**src/rtl/alu_pkg.sv**
```systemverilog
// Shared ALU types: opcode encoding and the packed result record carried
// from the ALU into the result FIFO.
package alu_pkg;

  localparam int ALU_Y_W = 8;

  typedef enum logic [2:0] {
    ADD = 3'b000,
    SUB = 3'b001,
    AND = 3'b010,
    OR  = 3'b011,
    XOR = 3'b100,
    SLT = 3'b101,
    SLL = 3'b110,
    SRL = 3'b111
  } alu_op_e;

  typedef struct packed {
    alu_op_e              sel;
    logic                 carry;
    logic                 zero;
    logic [ALU_Y_W-1:0]   y;
  } alu_result_t;

endpackage

```
**src/rtl/alu_result_fifo.sv**
```systemverilog
// Result FIFO between the ALU and its consumer: registered output, no bypass.
// Optional sticky carry/zero flags are built when ALU_RESULT_STICKY_EN is defined.
module alu_result_fifo
  import alu_pkg::*;
#(
  parameter int DEPTH = 4,
  parameter int Y_W   = 8
) (
  input  logic                     clk,
  input  logic                     rst,
  input  logic                     in_valid,
  output logic                     in_ready,
  input  logic [Y_W-1:0]           in_y,
  input  logic                     in_zero,
  input  logic                     in_carry,
  input  logic [2:0]               in_sel,
  output logic                     out_valid,
  input  logic                     out_ready,
  output logic [Y_W-1:0]           out_y,
  output logic                     out_zero,
  output logic                     out_carry,
  output logic [2:0]               out_sel,
  output logic [$clog2(DEPTH):0]   count
`ifdef ALU_RESULT_STICKY_EN
  ,
  input  logic                     clr_sticky,
  output logic                     sticky_carry,
  output logic                     sticky_zero
`endif
);

  localparam int PTR_W = $clog2(DEPTH);
  localparam int SEL_W = $bits(alu_op_e);
  localparam int ENT_W = SEL_W + 2 + Y_W;
  localparam logic [PTR_W:0] FULL_CNT = (PTR_W+1)'(DEPTH);

  logic [ENT_W-1:0] mem [DEPTH];
  logic [PTR_W-1:0] wptr;
  logic [PTR_W-1:0] rptr;
  logic [ENT_W-1:0] head;
  logic             push;
  logic             pop;

  // in_ready looks only at occupancy, so a full FIFO never accepts a push
  // even when the consumer is popping in the same cycle.
  assign in_ready  = (count < FULL_CNT);
  assign out_valid = (count != '0);
  assign push      = in_valid && in_ready;
  assign pop       = out_valid && out_ready;

  always_ff @(posedge clk) begin
    if (rst) begin
      wptr  <= '0;
      rptr  <= '0;
      count <= '0;
    end else begin
      if (push) wptr <= wptr + 1'b1;
      if (pop)  rptr <= rptr + 1'b1;
      unique case ({push, pop})
        2'b10:   count <= count + 1'b1;
        2'b01:   count <= count - 1'b1;
        default: count <= count;
      endcase
    end
  end

  // Storage is data only; stale entries are unreachable once pointers reset.
  always_ff @(posedge clk) begin
    if (push) mem[wptr] <= {in_sel, in_carry, in_zero, in_y};
  end

  assign head = mem[rptr];
  assign {out_sel, out_carry, out_zero, out_y} = out_valid ? head : '0;

`ifdef ALU_RESULT_STICKY_EN
  // A flag-raising push wins over a same-cycle clear.
  always_ff @(posedge clk) begin
    if (rst) begin
      sticky_carry <= 1'b0;
      sticky_zero  <= 1'b0;
    end else begin
      if (push && in_carry)  sticky_carry <= 1'b1;
      else if (clr_sticky)   sticky_carry <= 1'b0;
      if (push && in_zero)   sticky_zero  <= 1'b1;
      else if (clr_sticky)   sticky_zero  <= 1'b0;
    end
  end
`endif

endmodule
```
**config.mk**
```make
export PLATFORM = sky130hd
export DESIGN_NAME = alu_result_fifo
export DESIGN_NICKNAME = d
export VERILOG_FILES = /design/src/rtl/alu_pkg.sv /design/src/rtl/alu_result_fifo.sv
export SDC_FILE = /design/constraint.sdc
export NUM_CORES = 1
export LEC_CHECK = 0
export BUFFER_PORTS_ARGS = -buffer_cell sky130_fd_sc_hd__buf_2
export CAP_MARGIN = 20
export CORE_AREA = 2 2 71 73
export DETAILED_ROUTE_END_ITERATION = 10
export DIE_AREA = 0 0 73 75
export PLACE_DENSITY_LB_ADDON = 0.3
export SYNTH_ARGS = -nofsm -noshare
export SYNTH_HDL_FRONTEND = slang
export SYNTH_SLANG_ARGS = --single-unit
export TNS_END_PERCENT = 5
```
**constraint.sdc**
```tcl
create_clock -name clk -period 3.7 [get_ports clk]
set_input_delay 0.555 -clock clk [delete_from_list [all_inputs] [get_ports clk]]
set_output_delay 0.555 -clock clk [all_outputs]
set_load 0.005 [all_outputs]
```
# Yosys cells after proc, flatten, opt, wreduce, memory -nomap -nowiden
# Memories as Yosys holds them, arrays and structs flattened. A register that Yosys moved wholly into a read port is not among the register bits.
# Cells that the tools add are included.
dict set report classes {
  bitwise 0
  n_addsub 4
  muxes 6
  order_cmp 1
  n_eq_ne 2
  n_shift 0
  div_mod_pow 0
  mul 0
  n_reduce_logical 4
}
# op n
set ops {}
lappend ops {{13-bit two-way mux} 1}
lappend ops {{3-bit case mux with 2 select lines} 1}
lappend ops {{2-bit by 1-bit adder with 2-bit output (second input constant)} 2}
lappend ops {{2-bit two-way mux} 2}
lappend ops {{3-bit by 1-bit adder with 3-bit output (second input constant)} 1}
lappend ops {{3-bit < comparator (second input constant)} 1}
lappend ops {{3-bit nonzero test} 1}
lappend ops {{3-bit by 1-bit subtractor with 3-bit output (second input constant)} 1}
lappend ops {{2-bit by 1-bit equality test with 1-bit output (second input constant)} 1}
lappend ops {{2-bit equality test (second input constant)} 1}
lappend ops {{1-bit logical AND} 2}
lappend ops {{1-bit two-way mux} 2}
lappend ops {{2-bit nonzero test} 1}
dict set report word_totals {
  output_inout_bits 18
  wordCells 21
  regBits 7
  mem_count 1
  mem_bits_ro 0
  ramBits 52
  in_bits 17
  latchBits 0
}
# name depth width read_ports rd_ports_with_merged_regs write_ports line_no
set memory_table {}
lappend memory_table {mem 4 13 1 1 1 alu_result_fifo.sv:37} ;# logic [ENT_W-1:0] mem [DEPTH];

# Depth between registers and ports, before layout
dict set report logic_depth {
  ltp_word 4
  mapped_depth 9
  depth_no_buf 8
}

# Worst setup path before layout
# Ideal clock, no wire load.
dict set report synth_path {
  path_kind {input port to flip-flop}
  start {input in_valid}
  end {register count[2]}
  path_slack_ns 1.596
  required_time_ns 3.630
  path_stages 9
  arrival_ns 2.034
  setup_time_ns 0.070
  n_path_buf 1
  path_cell_list {nor2b_1 -> clkbuf_1 -> inv_1 -> ha_1 -> inv_1 -> fa_1 -> xor2_1 -> or3_1 -> a21oi_1}
}
dict set report synth_between {
  elab_chain_cells 3
  elab_cells_between_ends 5
  cone_classes {eq/ne: 2; mux: 1; reduce/logical: 2}
}
# element line_no
set synth_lines {}
lappend synth_lines {{start, declared} alu_result_fifo.sv:11} ;# input logic in_valid,
lappend synth_lines {{1-bit logical AND *} alu_result_fifo.sv:48} ;# assign push = in_valid && in_ready;
lappend synth_lines {{2-bit by 1-bit equality test with 1-bit output or 2-bit equality test (tied branches)} alu_result_fifo.sv:59} ;# unique case ({push, pop})
lappend synth_lines {{3-bit case mux with 2 select lines or 2-bit nonzero test (tied branches)} -}
lappend synth_lines {{end signal, assigned} alu_result_fifo.sv:60} ;# 2'b10: count <= count + 1'b1;
lappend synth_lines {{end signal, assigned} alu_result_fifo.sv:61} ;# 2'b01: count <= count - 1'b1;
lappend synth_lines {{end signal, assigned} alu_result_fifo.sv:62} ;# default: count <= count;
lappend synth_lines {{end, declared} alu_result_fifo.sv:23} ;# output logic [$clog2(DEPTH):0] count
# Every way passes the cells marked *; elsewhere a longest branch is shown, timed or not.
# A chain may end at the register's enable or synchronous reset.

==> impl_metrics.csv <==
group,metric,value,unit
clocking,clock_sinks,61,
outcome,outcome,"complete, no violations",
synthesis,synth_top_area_frac,0.620,
setup_path,crit_slowest_cell,"dfxtp_1",
setup_path,required,3140,ps
place,port_buffers,34,
synthesis,ys_top_cells_by_area,"edfxtp_1, mux4_2, dfxtp_1",
timing,fin_crit,2720,ps
global_routing,grt_pass1_vias,1302,
power,p_leak,0.00109,µW
timing,slew_headroom,0.411,
timing,setup_viol,0,
place,pre_cts_ws,1280,ps
timing,report.final.slew_viol_count,0,
finish,drive_above_1_share,0.400,
place,dp_hpwl,2.70,mm
synthesis,syn_inst,134,
floorplan,die_h,75,µm
synthesis,ys_warn_count,0,
floorplan,die_area,5480,µm²
clocking,htree_levels,3,
synthesis,synth_area_per_cell,18.8,µm²
floorplan,die_x,73,µm
global_routing,gr-total-overflow,0,
timing,worstMarginPinSlew,882,ps
power,intPower,1600,µW
drt,drt-total-wl,4.21,mm
clocking,root_buffer,"clkbuf_8",
finish,n_antenna_cell,0,
finish,layout.nets,198,
timing,period_share,0.736,
timing,setup_slack,975,ps
synthesis,synth_top_area_cell,"edfxtp_1",
synthesis,ys_ff_latch,61,
timing,final.setup_skew,5.46,ps
clocking,cts_made_buffers,9,
synthesis,ys_types,26,
synthesis,syn-num-nets,157,
power,p_sw,689,µW
drt,drtAntennaViolNets,0,
power,p_clk_frac,0.279,
power,ir_worst_vdd,0.464,mV
finish,mostFrequentLayoutCell,"edfxtp_1",
power,seqPwrFrac,0.414,
clocking,post_cts_buffers,0,
global_routing,grt_usage,0.172,
power,netSwitchingFraction,0.301,
timing,final_hold_viol_count,0,
worst_hold_path,hp-class,"input pin to flip-flop",
power,power_density,777,nW/µm²
clocking,insertion_delay,330,ps
job,maxCapViolCount,0,
clocking,clk_pin_slew_worst_paths,70,ps
drt,remaining_drc_errors,0,
finish,multi_input_area,711,µm²
floorplan,coreArea,4660,µm²
clocking,clockBufferDepth,2,
floorplan,io_pins,35,
global_routing,grt_pass1_wl,6.43,mm
finish,register_area,1740,µm²
power,pwr-share-comb,0.306,
synthesis,synthFlopType,"edfxtp_1",
setup_path,worstSetupEndpointType,"output port",
drt,vias_per_cell,5.57,
synthesis,ys_async_sr_fraction,0,
global_routing,grt_max_degree,17,
synthesis,synth_edf_count,52,
synthesis,yosysSeqAreaShare,0.692,
drt,vias,1303,
clocking,ctsHoldBuffers,0,
setup_path,worst-path-buf-inv,1,
setup_path,cp.arrival,2170,ps
setup_path,path_max_fanout,13,
drt,firstDrtPassIters,4,
setup_path,crit_family,"flip-flops",
timing,grt_setup_unrepaired,"no",
global_routing,antenna_found_initial,0,
finish,synthToLayoutAreaGrowth,17.0,%
drt,drt_iter0_markers,75,
floorplan,fp-row-count,25,
floorplan,start_util,0.540,
setup_path,slowest_delay,900,ps
finish,final_cell_mix,"edfxtp_1, buf_2, mux4_2, nor2b_4",
clocking,cts_tree,"built",
timing,max_freq,367,MHz
setup_path,path_cells,"mux4_1 -> nor2b_1 -> buf_2",
setup_path,crit_path_start_kind,"flip-flop",
place,gp_congestion,0.777,
clocking,cts_resized,0,
timing,tns,0,ps
synthesis,syn_area,2520,µm²
drt,wire_per_inst,18.0,µm
finish,nFillCells,335,
setup_path,path_class,"flip-flop to output port",
## synthesized netlist by cell type (3+ instances only)
master	n
ha_1	5
dfxtp_1	9
edfxtp_1	52
xor2_1	3
inv_1	8
and2_1	4
a21oi_1	3
nor2b_4	10
nor2_1	7
mux4_2	10
nor2b_1	4
mux4_1	3
## power groups by stage
stage                     Combinational [µW]  Clock [µW]  Sequential [µW]
final                                    702         639              949
after global routing                     769         671              965
after CTS                                709         645              953
after detailed placement                 707           0              967
after global placement                   685           0              958
after floorplan                          540           0              914
## through the flow
step / std cells / total power (µW) / utilization / hold WS (ps) / instance area [µm²]
final: 234 / 2290 / 0.632 / 435 / 2950
after global routing: 234 / 2400 / 0.632 / 429 / 2950
after CTS: 234 / 2310 / 0.632 / 426 / 2950
after detailed placement: 218 / 1670 / 0.586 / 521 / 2730
after global placement: 218 / 1640 / 0.586 / 470 / 2730
after floorplan: 134 / 1450 / - / 459 / 2520
## per-layer routing
| layer | track usage | routed length [µm] |
|---|---|---|
| met1 | 0.204 | 1740 |
| met2 | 0.282 | 2140 |
| met3 | 0.0522 | 239 |
| met4 | 0.0988 | 96 |
| met5 | 0 | 0 |
## path summary, 6_finish.rpt
kind / start / to / slack [ps] / depth (start not counted)
worst max-delay path: flip-flop / out_sel[0] / 980 / 3
worst min-delay path: in_sel[0] / mem[0][10] / 440 / 1
worst max register to register: count[2] / count[2] / 1670 / 8
worst min register to register: rptr[0] / rptr[0] / 550 / 2
## sequential cells by signal, indices dropped and copies added, names as in the netlist, named ones only
signal and flops:
rptr 2, wptr 2, mem 52, count 3
## logic make-up (layout without fill, tap and decap cells)
kind of cell / count (synthesis) / count (layout) / synth area share
AND/OR/NAND/NOR: 29 / 29 / 0.0979
flip-flops: 61 / 61 / 0.692
adder cells (fa/ha/maj): 6 / 6 / 0.0328
AO/OA/AOI/OAI: 6 / 6 / 0.0129
multiplexers: 14 / 14 / 0.125
buffers and inverters: 14 / 60 / 0.0258
XOR/XNOR: 4 / 4 / 0.0139
## cell type report
class / count / share of cell area
clock buffer: 10 / 0.0433
clock inverter: 6 / 0.0297
inverter: 9 / 0.0115
multi-input combinational: 59 / 0.241
sequential: 61 / 0.591
tap: 54 / 0.0229
timing repair buffer: 35 / 0.0603
(Power assumes the default switching activity.)
